**config.mk**
```make
export PLATFORM = sky130hd
export DESIGN_NAME = nrz_symbol_tx
export DESIGN_NICKNAME = d
export VERILOG_FILES = /design/src/rtl/nrz_symbol_tx.sv
export SDC_FILE = /design/constraint.sdc
export NUM_CORES = 1
export LEC_CHECK = 0
export BUFFER_PORTS_ARGS = -buffer_cell sky130_fd_sc_hd__buf_2
export CORE_MARGIN = 10
export CORE_UTILIZATION = 60
export CTS_CLUSTER_SIZE = 8
export DETAILED_ROUTE_END_ITERATION = 6
export PLACE_DENSITY = 0.9
export SYNTH_ARGS = -nofsm -noshare
export SYNTH_HDL_FRONTEND = slang
export SYNTH_SLANG_ARGS = --single-unit
```
**constraint.sdc**
```tcl
create_clock -name clk -period 4.4 [get_ports clk]
set_clock_uncertainty 0.15 [all_clocks]
set_input_delay 0.44 -clock clk [delete_from_list [all_inputs] [get_ports clk]]
set_output_delay 0.44 -clock clk [all_outputs]
set_load 0.01 [all_outputs]
```
**src/rtl/nrz_symbol_tx.sv**
```systemverilog
// nrz_symbol_tx: NCO-paced NRZ symbol transmitter. Each frame is an
// alternating 1/0 preamble, a fixed sync word sent MSB first, then a PRBS7
// (x^7+x^6+1) payload. Symbols map to +/-AMP signed 8-bit samples on y_n.
// Optional build macro NRZ_TX_ISI_EN adds a 2-tap post-cursor channel
// emulation: y_n = sat8(level_now + (level_prev >>> ISI_SHIFT)).
module nrz_symbol_tx #(
   parameter int                    PHASE_BITS   = 32,
   parameter logic [PHASE_BITS-1:0] FCW_NOM      = 32'd85_899_345,
   parameter logic signed [7:0]     AMP          = 8'sd64,
   parameter int                    PREAMBLE_LEN = 32,
   parameter int                    PAYLOAD_LEN  = 255,
   parameter logic [7:0]            SYNC_WORD    = 8'hD3,
   parameter logic [6:0]            PRBS_SEED    = 7'h7F
`ifdef NRZ_TX_ISI_EN
   ,
   parameter int                    ISI_SHIFT    = 2
`endif
) (
   input  logic               clk,
   input  logic               rst,
   input  logic               en,
   input  logic               start,
   input  logic               cont,
   input  logic signed [15:0] fcw_trim,
   output logic signed [7:0]  y_n,
   output logic               sym_stb,
   output logic               sym_bit,
   output logic [1:0]         state,
   output logic               frame_done
);

   // The trim sum is formed wide enough for both the FCW and the 16-bit trim
   // plus a sign bit and a guard bit, so saturation is decided without wrap.
   localparam int SUM_W = ((PHASE_BITS > 16) ? PHASE_BITS : 16) + 2;
   localparam logic [15:0] PRE_LAST = 16'(PREAMBLE_LEN - 1);
   localparam logic [15:0] PAY_LAST = 16'(PAYLOAD_LEN - 1);

   typedef enum logic [1:0] {
      IDLE     = 2'd0,
      PREAMBLE = 2'd1,
      SYNC     = 2'd2,
      PAYLOAD  = 2'd3
   } state_t;

   state_t                 cur;
   state_t                 nxt_state;
   logic [PHASE_BITS-1:0]  phase;
   logic signed [SUM_W-1:0] fcw_sum;
   logic [PHASE_BITS-1:0]  fcw_eff;
   logic [PHASE_BITS:0]    acc;
   logic                   tick;
   logic [15:0]            cnt;
   logic [15:0]            nxt_cnt;
   logic [6:0]             lfsr;
   logic [6:0]             nxt_lfsr;
   logic                   nxt_bit;
   logic                   nxt_emit;
   logic                   nxt_done;
   logic signed [7:0]      nxt_level;
   logic signed [7:0]      nxt_y;

   function automatic logic [6:0] prbs_step(input logic [6:0] v);
      return {v[5:0], v[6] ^ v[5]};
   endfunction

   // Effective FCW: nominal plus signed trim, clamped so the NCO always
   // moves forward by at least one and never by a full turn.
   always_comb begin
      fcw_sum = $signed({{(SUM_W-PHASE_BITS){1'b0}}, FCW_NOM})
              + $signed({{(SUM_W-16){fcw_trim[15]}}, fcw_trim});
      if (fcw_sum[SUM_W-1] || (fcw_sum == '0)) begin
         fcw_eff = {{(PHASE_BITS-1){1'b0}}, 1'b1};
      end else if (fcw_sum[SUM_W-2:PHASE_BITS] != '0) begin
         fcw_eff = '1;
      end else begin
         fcw_eff = fcw_sum[PHASE_BITS-1:0];
      end
   end

   assign acc   = {1'b0, phase} + {1'b0, fcw_eff};
   assign tick  = en & acc[PHASE_BITS];
   assign state = cur;

   // Phase accumulator; the carry out of each accumulation is the symbol tick.
   always_ff @(posedge clk or posedge rst) begin
      if (rst) begin
         phase <= '0;
      end else if (en) begin
         phase <= acc[PHASE_BITS-1:0];
      end
   end

   // Next-symbol decision: cnt is the index of the symbol currently on y_n
   // within the current state, so the last symbol of a state is cnt==LEN-1.
   always_comb begin
      nxt_state = cur;
      nxt_cnt   = cnt + 16'd1;
      nxt_bit   = 1'b0;
      nxt_lfsr  = lfsr;
      nxt_emit  = 1'b0;
      nxt_done  = 1'b0;
      case (cur)
         IDLE: begin
            nxt_cnt = '0;
            if (start) begin
               nxt_state = PREAMBLE;
               nxt_bit   = 1'b1;
               nxt_emit  = 1'b1;
            end
         end
         PREAMBLE: begin
            nxt_emit = 1'b1;
            if (cnt == PRE_LAST) begin
               nxt_state = SYNC;
               nxt_cnt   = '0;
               nxt_bit   = SYNC_WORD[7];
            end else begin
               nxt_bit = ~nxt_cnt[0];
            end
         end
         SYNC: begin
            nxt_emit = 1'b1;
            if (cnt == 16'd7) begin
               nxt_state = PAYLOAD;
               nxt_cnt   = '0;
               nxt_bit   = PRBS_SEED[6];
               nxt_lfsr  = prbs_step(PRBS_SEED);
               nxt_done  = (PAYLOAD_LEN == 1);
            end else begin
               nxt_bit = SYNC_WORD[3'd6 - cnt[2:0]];
            end
         end
         PAYLOAD: begin
            if (cnt == PAY_LAST) begin
               nxt_cnt = '0;
               if (cont) begin
                  nxt_state = PREAMBLE;
                  nxt_bit   = 1'b1;
                  nxt_emit  = 1'b1;
               end else begin
                  nxt_state = IDLE;
               end
            end else begin
               nxt_bit  = lfsr[6];
               nxt_lfsr = prbs_step(lfsr);
               nxt_emit = 1'b1;
               nxt_done = (nxt_cnt == PAY_LAST);
            end
         end
         default: begin
            nxt_state = IDLE;
            nxt_cnt   = '0;
         end
      endcase
   end

   assign nxt_level = nxt_bit ? AMP : -AMP;

`ifdef NRZ_TX_ISI_EN
   logic signed [7:0] level_prev;
   logic signed [7:0] post_cursor;
   logic signed [9:0] isi_sum;

   assign post_cursor = level_prev >>> ISI_SHIFT;

   // Channel emulation: add the attenuated previous level and clamp to 8 bits.
   always_comb begin
      isi_sum = {{2{nxt_level[7]}}, nxt_level} + {{2{post_cursor[7]}}, post_cursor};
      if (isi_sum > 10'sd127) begin
         nxt_y = 8'sd127;
      end else if (isi_sum < -10'sd128) begin
         nxt_y = -8'sd128;
      end else begin
         nxt_y = isi_sum[7:0];
      end
   end

   // Previous emitted level; zero whenever the transmitter is idle.
   always_ff @(posedge clk or posedge rst) begin
      if (rst) begin
         level_prev <= '0;
      end else if (tick) begin
         level_prev <= nxt_emit ? nxt_level : 8'sd0;
      end
   end
`else
   assign nxt_y = nxt_level;
`endif

   // Frame FSM with registered outputs; everything advances only on a tick,
   // and the strobes are single-cycle pulses.
   always_ff @(posedge clk or posedge rst) begin
      if (rst) begin
         cur        <= IDLE;
         cnt        <= '0;
         lfsr       <= PRBS_SEED;
         y_n        <= '0;
         sym_bit    <= 1'b0;
         sym_stb    <= 1'b0;
         frame_done <= 1'b0;
      end else begin
         sym_stb    <= 1'b0;
         frame_done <= 1'b0;
         if (tick) begin
            cur        <= nxt_state;
            cnt        <= nxt_cnt;
            lfsr       <= nxt_lfsr;
            sym_bit    <= nxt_bit;
            sym_stb    <= nxt_emit;
            frame_done <= nxt_done;
            y_n        <= nxt_emit ? nxt_y : 8'sd0;
         end
      end
   end

endmodule
```
# After elaboration in Yosys (flattened, before gate mapping)
# Memory sizes are Yosys's and may differ from the RTL's.
# Cells that the tools add are included.
# W data, S select, Z words.
totals:
  regBits: 68
  romBits: 8
  output_inout_bits: 13
  memories: 1
memory_table:
  columns: ["name", "depth", "word_bits", "rd", "rd_ports_with_merged_regs", "write_ports", "line", "source"]
  rows:
  - ["(name not given)", 8, 1, 1, 0, 0, "130", "nxt_bit = SYNC_WORD[3'd6 - cnt[2:0]];"]
classes:
  n_addsub: 4
  magnitude_cmp: 1
  n_eq_ne: 12
  muxes: 30
  bitwise: 3
  reduce_logical: 7
op_table:
  columns: ["operator", "count"]
  rows:
  - ["$mux W32", 2]
  - ["$pmux W16 S4", 1]
  - ["$mux W16", 3]
  - ["$logic_not A34 Y1", 1]
  - ["$add A32 B32 Y33", 1]
  - ["$eq A16 B8 Y1 const B", 2]
  - ["$add A28 B16 Y29 const A", 1]
  - ["$add A16 B1 Y16 const B", 1]
  - ["$eq A16 B3 Y1 const B", 1]
  - ["$eq A16 B5 Y1 const B", 1]
  - ["$mux W8", 2]
  - ["$mux W7", 2]
  - ["$pmux W7 S2", 1]
  - ["$mux W1", 12]
  - ["$ne A2 B2 Y1 const B", 5]
  - ["$mux W2", 4]
  - ["$pmux W2 S4", 1]
  - ["$reduce_and A5 Y1", 1]
  - ["$eq A2 B2 Y1 const B", 2]
  - ["$lt A3 B4 Y1 const B", 1]
  - ["$pmux W1 S4", 1]
  - ["$reduce_and A4 Y1", 1]
  - ["$pmux W1 S3", 1]
  - ["$sub A3 B3 Y3 const A", 1]
  - ["other kinds (8)", 8]

# Logic depth before layout (Yosys ltp)
# Gate-level depths: netlist of the first run.
depth:
  word_depth: 7
  depth_mapped: 17

# Least setup slack after synthesis of the first run
# Ideal clock, no wire load.
synth_timing:
  path_type: "input -> register"
  startpoint: "input port fcw_trim[0]"
  endpoint: "register lfsr[1]"
  arrival_ns: 3.560
  required_ns: 4.168
  setup_slack_ns: 0.608
  path_stages: 14
  path_buffers: 0
  cell_sequence: "ha_1 > and3_1 > o21ai_0 > nor2b_1 > nor3b_1 > xor2_1 > ha_1 > and3_1 > and3_1 > o211ai_1 > a21oi_1 > o21ai_0 > a2111oi_4 > mux2_2"
synth_between:
  elab_chain_cells: 7
  word_cells_on_any_way: 8
  cone_classes: "add/sub (2); mux (2); bitwise (1); reduce/logical (3)"
synth_rtl:
  columns: ["item", "line", "source"]
  rows:
  - ["start: declaration", "24", "input logic signed [15:0] fcw_trim,"]
  - ["$add A28 B16 Y29 (*)", "70", "+ $signed({{(SUM_W-16){fcw_trim[15]}}, fcw_trim});"]
  - ["$logic_not A34 Y1", "71", "if (fcw_sum[SUM_W-1] || (fcw_sum == '0)) begin"]
  - ["$logic_or A1 B1 Y1", "71", null]
  - ["$mux W32 (*)", "71", null]
  - ["$add A32 B32 Y33 (*)", "80", "assign acc = {1'b0, phase} + {1'b0, fcw_eff};"]
  - ["$and A1 B1 Y1 (*)", "81", "assign tick = en & acc[PHASE_BITS];"]
  - ["$reduce_and A4 Y1 (no line) (*)", null, null]
  - ["end signal: assignment", "207", "lfsr <= nxt_lfsr;"]
  - ["end: declaration", "54", "logic [6:0] lfsr;"]
# Mark *: on every way between the ends. The rest lies on a longest branch, timed or not.
# A chain may end at the register's enable or synchronous reset.

# Worst setup path in the final report of the first run
layout_timing:
  startpoint: "input port fcw_trim[0]"
  endpoint: "register cur[1] (netlist: state[1])"
layout_between:
  elab_chain_cells: 7
  word_cells_on_any_way: 8
  cone_classes: "add/sub (2); mux (2); bitwise (1); reduce/logical (3)"
layout_rtl:
  columns: ["item", "line", "source"]
  rows:
  - ["$add A28 B16 Y29 (*)", "70", null]
  - ["$logic_not A34 Y1", "71", null]
  - ["$logic_or A1 B1 Y1", "71", null]
  - ["$mux W32 (*)", "71", null]
  - ["$add A32 B32 Y33 (*)", "80", null]
  - ["$and A1 B1 Y1 (*)", "81", null]
  - ["$reduce_and A5 Y1 (no line) (*)", null, null]
  - ["end signal: assignment", "205", "cur <= nxt_state;"]
  - ["end: declaration", "45", "state_t cur;"]
# Marked as above.

==> results.toml, run 1 <==
[placement]
place_congestion = 0.8807
io_buffer_count = 27
place_inst = 594
hpwl_mm = 7.037

[timing]
fin_setup_tns_ns = 0
final.min_clock_period_ns = 3.928
rsz0062_at_grt = "false"
setup_viol = 0
fmax_mhz = 254.6
slew_headroom_pct = 44.23
finalHoldViolCount = 0
tightestPinTransition_ns = 0.8289
slew_violations = 0
fin_crit_sh_pct = 89.28

[routing]
drtPass1Iterations = 5
drt_iter0_drc = 260
vias = 3726
wl_mm = 9.562
postRouteAntennaNets = 0
routed_via_density = 6.098
avgRoutedWirePerCell_microns = 15.65
drc_errors = 0

[synth]
async_flop_share_pct = 100.0
ys_types = 63
ys_seq_elements = 62
synth-main-ff-cell = "dfrtp_1"
yosysWarnings = 0
postSynthCellCount = 487
synth-edff-count = 0
syn-mean-instance-area_sq_um = 9.198
yosysSeqAreaShare_pct = 34.83
syn_area_sq_um = 4479

[clock_tree]
clk_pin_slew_ns = 0.06
cts_resized = 0
htreeDepth = 3
cts_tree = "done"
clockBufferDepth = 2
numCtsBuffers = 9
cts_sinks = 62
clock_latency_ns = 0.35
root_buffer = "clkbuf_8"

[critical_path]
cp.arrival_ns = 4.00
path_max_fanout = 27
critPathRequiredTime_ns = 4.47
reg2reg_depth = 10
worst_setup_path_start_kind = "primary input"
crit_type = "primary input to flop"
cpMaxStageDelayCell = "nor4_1"
end_kind = "flop"
r2r_slack_ns = 1.11
cpPeakStageDelay_ns = 0.34
crit_chain = "buf_2, ha_1, and3_1, o21ai_0, nor2b_1, nor2_1, nor4_1, nor3b_1, ha_1, nor2_1, and2_1, o21a_1, nand2_1, o21ai_2, buf_4, nor3_4, mux2_1"

[die]
die_x_microns = 106.4
ios = 34
dieArea_sq_um = 11320
start_util_pct = 61.76
coreArea_sq_um = 7253
rows = 31
die_y_microns = 106.4

[layout]
fillers = 559
fin_cells = 611
nets = 556
layout_commonest_cell = "dfrtp_1"
post-route-util_pct = 66.74
mostFrequentLayoutCells = "dfrtp_1 (55), nand2_1 (35), nor2_1 (32)"
diodes = 0
drive_above_1_share_pct = 15.82
syn_to_final_growth_pct = 8.073

[power_and_ir_drop]
p_sw_uw = 977.8
p_seq_share_pct = 35.2
p_comb_share_pct = 46.4
intPower_uw = 1539
netSwitchingFraction_pct = 38.86
pwr-share-clk_pct = 18.4
power.density_nw_per_um2 = 519.8
ir_worst_vdd_v = 0.0003722
power_uw = 2516
p_leak_uw = 0.002128

[grt]
grt.overflow.total = 0
grt_start_max_net_pins = 51
track_usage_pct = 16.71
grt_pass1_vias = 3515
antenna_found_initial = 0
grt_pass1_wl_mm = 15.89

[worst_hold_path]
min_path_type = "flop to flop"
whs_path_depth = 1

[job]
cap_violations = 0

[run_status]
status = "finished clean"
[area by class of cell]
cell class	instances	area [sq um]	area share [%]
multi-input combinational	389	2755	56.91
sequential	62	1560	32.23
clock buffer	15	176.4	3.644
timing repair buffer	31	167.7	3.463
tap	99	123.9	2.559
inverter	14	52.55	1.086
clock inverter	1	5.005	0.1034
[final timing paths]
path | start | to
worst max-delay path | fcw_trim[0] | state[1]$_DFFE_PP0P_
worst min-delay path | phase[28]$_DFFE_PP0P_ | phase[28]$_DFFE_PP0P_
worst max register to register | phase[0]$_DFFE_PP0P_ | state[1]$_DFFE_PP0P_
worst min register to register | phase[28]$_DFFE_PP0P_ | phase[28]$_DFFE_PP0P_
max in group asynchronous | rst | phase[30]$_DFFE_PP0P_
min in group asynchronous | rst | sym_bit$_DFFE_PP0P_
[worst max-delay path, delay by kind of cell]
kind                       cells  cell delay (ns)
AOI/OAI and AO/OA              3             0.70
adders and majority gates      2             0.42
buffers and inverters          2             0.46
muxes                          1             0.32
and+or+nand+nor                9             1.63
[state kept, by name, indices dropped and copies added (netlist names)]
register,count
phase,32
state,2
y_n,2
cnt,16
lfsr,7
sym_stb,1
sym_bit,1
frame_done,1
[stage by stage]
step                instance area (sq um)  setup slack (ns)  hold slack [ns]
finish                               4841            0.4717           0.3117
global route                         4841            0.1946           0.3319
floorplan                            4498            0.6081           0.2848
CTS                                  4841            0.4768           0.3118
global placement                     4649            0.2831           0.2448
detailed placement                   4649            0.1136           0.2476
[metal layers]
metal / up-vias / global-route usage [%] / wire [microns] / share of wire, %
li1: 1801 / - / - / -
met1: 1797 / 21.00 / 4334 / 45
met2: 114 / 27.34 / 4584 / 48
met3: 14 / 3.623 / 472 / 4.9
met4: 0 / 6.673 / 170 / 1.8
met5: - / 0 / 0 / 0
[what timing repair did]
| action | 4_1_cts | 5_1_grt |
|---|---|---|
| hold buffers | 1 | 0 |
| endpoints found under the hold margin | 12 | 0 |
| setup buffers | 0 | 0 |
[logic make-up after synthesis]
logic type               count (synthesis)  share of synthesized area [%]
XOR/XNOR                                47                          9.190
multiplexers                            24                          5.978
AND/OR/NAND/NOR                        155                          18.16
AO/OA/AOI/OAI                          129                          19.61
other                                    1                        0.08372
flip-flops                              62                          34.83
buffers and inverters                   41                          4.162
adder cells (fa/ha/maj)                 28                          7.989
[power groups by stage]
stage / combinational, uW / clock [uW] / sequential (uW)
after floorplan: 931 / 0 / 853
after global placement: 1090 / 0 / 878
after detailed placement: 1150 / 0 / 887
after CTS: 1160 / 478 / 881
after global routing: 1290 / 500 / 906
final: 1170 / 464 / 886
[Yosys cell counts (11+ instances only)]
master	instances	area [sq um]
nor2_1	32	120.1
ha_1	27	337.8
o31ai_1	12	90.09
clkbuf_1	16	60.06
dfrtp_1	55	1376
nand2b_1	11	68.82
inv_1	14	52.55
nand3_1	17	85.08
nand2_1	35	131.4
xnor2_1	25	219.0
xor2_1	22	192.7
a21oi_1	31	155.2
o21ai_0	27	135.1
and3_1	14	87.58
mux2_2	21	236.5
(Power assumes the default switching activity.)
==> inputs of run 2 (changes only) <==
CORE_UTILIZATION = 42   (was 60)
PLACE_DENSITY = 0.68   (was 0.9)
==> results.toml, run 2 (synthesis gave the netlist of run 1 again) <==
[run_status]
status = "finished clean"

[critical_path]
end_kind = "flop"
crit_cells = 15
crit_start = "fcw_trim[0]"
cpMaxStageDelayCell = "a2111oi_4"
worst_setup_path_start_kind = "primary input"
cp.buffers_inverters = 1
reg2reg_depth = 10
cpMostUsedCell = "and3_1"
path_max_fanout = 7
crit_chain = "buf_2, ha_1, and3_1, o21ai_0, nor2b_1, nor3b_1, xor2_1, ha_1, and3_1, and3_1, o211ai_1, a21oi_1, o21ai_2, a2111oi_4, mux2_2"
r2r_start = "phase[0]$_DFFE_PP0P_"
crit_type = "primary input to flop"
cp.arrival_ns = 3.95
critPathRequiredTime_ns = 4.53
path_delay_family = "compound AO/OA/AOI/OAI gates"
r2r_slack_ns = 1.24
cpPeakStageDelay_ns = 0.54

[grt]
track_usage_pct = 13.16
grt_start_max_net_pins = 63
grt_pass1_wl_mm = 16.46
grt.overflow.total = 0
grt_pass1_vias = 3560
antenna_found_initial = 0

[die]
die_y_microns = 123.3
coreArea_sq_um = 10370
die_x_microns = 123.3
start_util_pct = 43.19
dieArea_sq_um = 15200
ios = 34
rows = 37

[timing]
postLayoutSetupSlackWorst_ns = 0.5786
finalHoldViolCount = 0
fin_crit_sh_pct = 86.85
final.min_clock_period_ns = 3.821
tightestPinTransition_ns = 0.8217
setup_viol = 0
fin_setup_tns_ns = 0
rsz0062_at_grt = "false"
slew_violations = 0
fmax_mhz = 261.7
slew_headroom_pct = 44.72

[placement]
place_area_sq_um = 4696
io_buffer_count = 27
pre_cts_ws_ns = 0.1624
hpwl_mm = 6.765
place_congestion = 0.8409
place_inst = 631

[layout]
fin_cells = 647
largest_reg_flops = 32
layout_commonest_cell = "dfrtp_1"
top_regs = "phase (32), cnt (16), lfsr (7)"
diodes = 0
syn_to_final_growth_pct = 9.860
max_flop_register = "phase"
stdcell_area_sq_um = 4921
drive_above_1_share_pct = 16.24
mostFrequentLayoutCells = "dfrtp_1 (55), nand2_1 (35), nor2_1 (32)"
nets = 555

[power_and_ir_drop]
p_leak_uw = 0.002146
power.density_nw_per_um2 = 526.0
ir_worst_vdd_v = 0.0002868

[routing]
postRouteAntennaNets = 0
drc_errors = 0
avgRoutedWirePerCell_microns = 14.25
drtPass1Iterations = 4
drt_iter0_drc = 159
vias = 3594
wl_mm = 9.217
routed_via_density = 5.555

[clock_tree]
clock_latency_ns = 0.36
htreeDepth = 3
root_buffer = "clkbuf_8"
cts_tree = "done"
holdBufCountCts = 0
cts_resized = 0
numCtsBuffers = 9
clockBufferDepth = 2
cts_sinks = 62
clk_pin_slew_ns = 0.07
post-cts-setup-buffers = 0

[worst_hold_path]
min_path_type = "primary input to async pin"

[job]
cap_violations = 0
run 2: layout make-up:
type | instances | area [sq um]
clock inverter | 4 | 70.07
inverter | 14 | 52.55
tap | 136 | 170.2
timing repair buffer | 30 | 157.7
sequential | 62 | 1560
multi-input combinational | 389 | 2755
clock buffer | 12 | 155.1
fill | 1005 | 5449
run 2: worst min-delay path: stages:
cell,delay [ns]
buf_2,0.10
inv_2,0.03
buf_4,0.61
run 2: stage by stage:
step / utilization (%) / total power [uW] / hold slack (ns)
floorplan: - / 1784 / 0.2848
global placement: 45.28 / 1984 / 0.2978
detailed placement: 45.28 / 2016 / 0.3035
CTS: 47.45 / 2604 / 0.1910
global route: 47.45 / 2817 / 0.2396
finish: 47.45 / 2589 / 0.1558
run 2: where the power goes:
group	internal (uW)	switching, uW	leakage [uW]	total [uW]
Sequential	739	139	0.000769	879
Combinational	540	596	0.00126	1140
Clock	348	226	0.000116	574
run 2: routing by layer:
layer  up-vias  share of wire [%]  track usage, %  wire length [microns]
met4         0                1.9           5.968                    174
met3        12                3.6           2.188                    328
met2        54                 47           20.94                   4321
met1      1729                 48           17.17                   4392
li1       1799                  -               -                      -
met5         -                  0               0                      0
run 2: path summary, 6_finish.rpt:
check | endpoint
max reg2reg | state[1]$_DFFE_PP0P_
min in group clk | phase[28]$_DFFE_PP0P_
max | lfsr[1]$_DFFE_PP1P_
min reg2reg | phase[28]$_DFFE_PP0P_
max in group asynchronous | frame_done$_DFF_PP0_
min | phase[7]$_DFFE_PP0P_
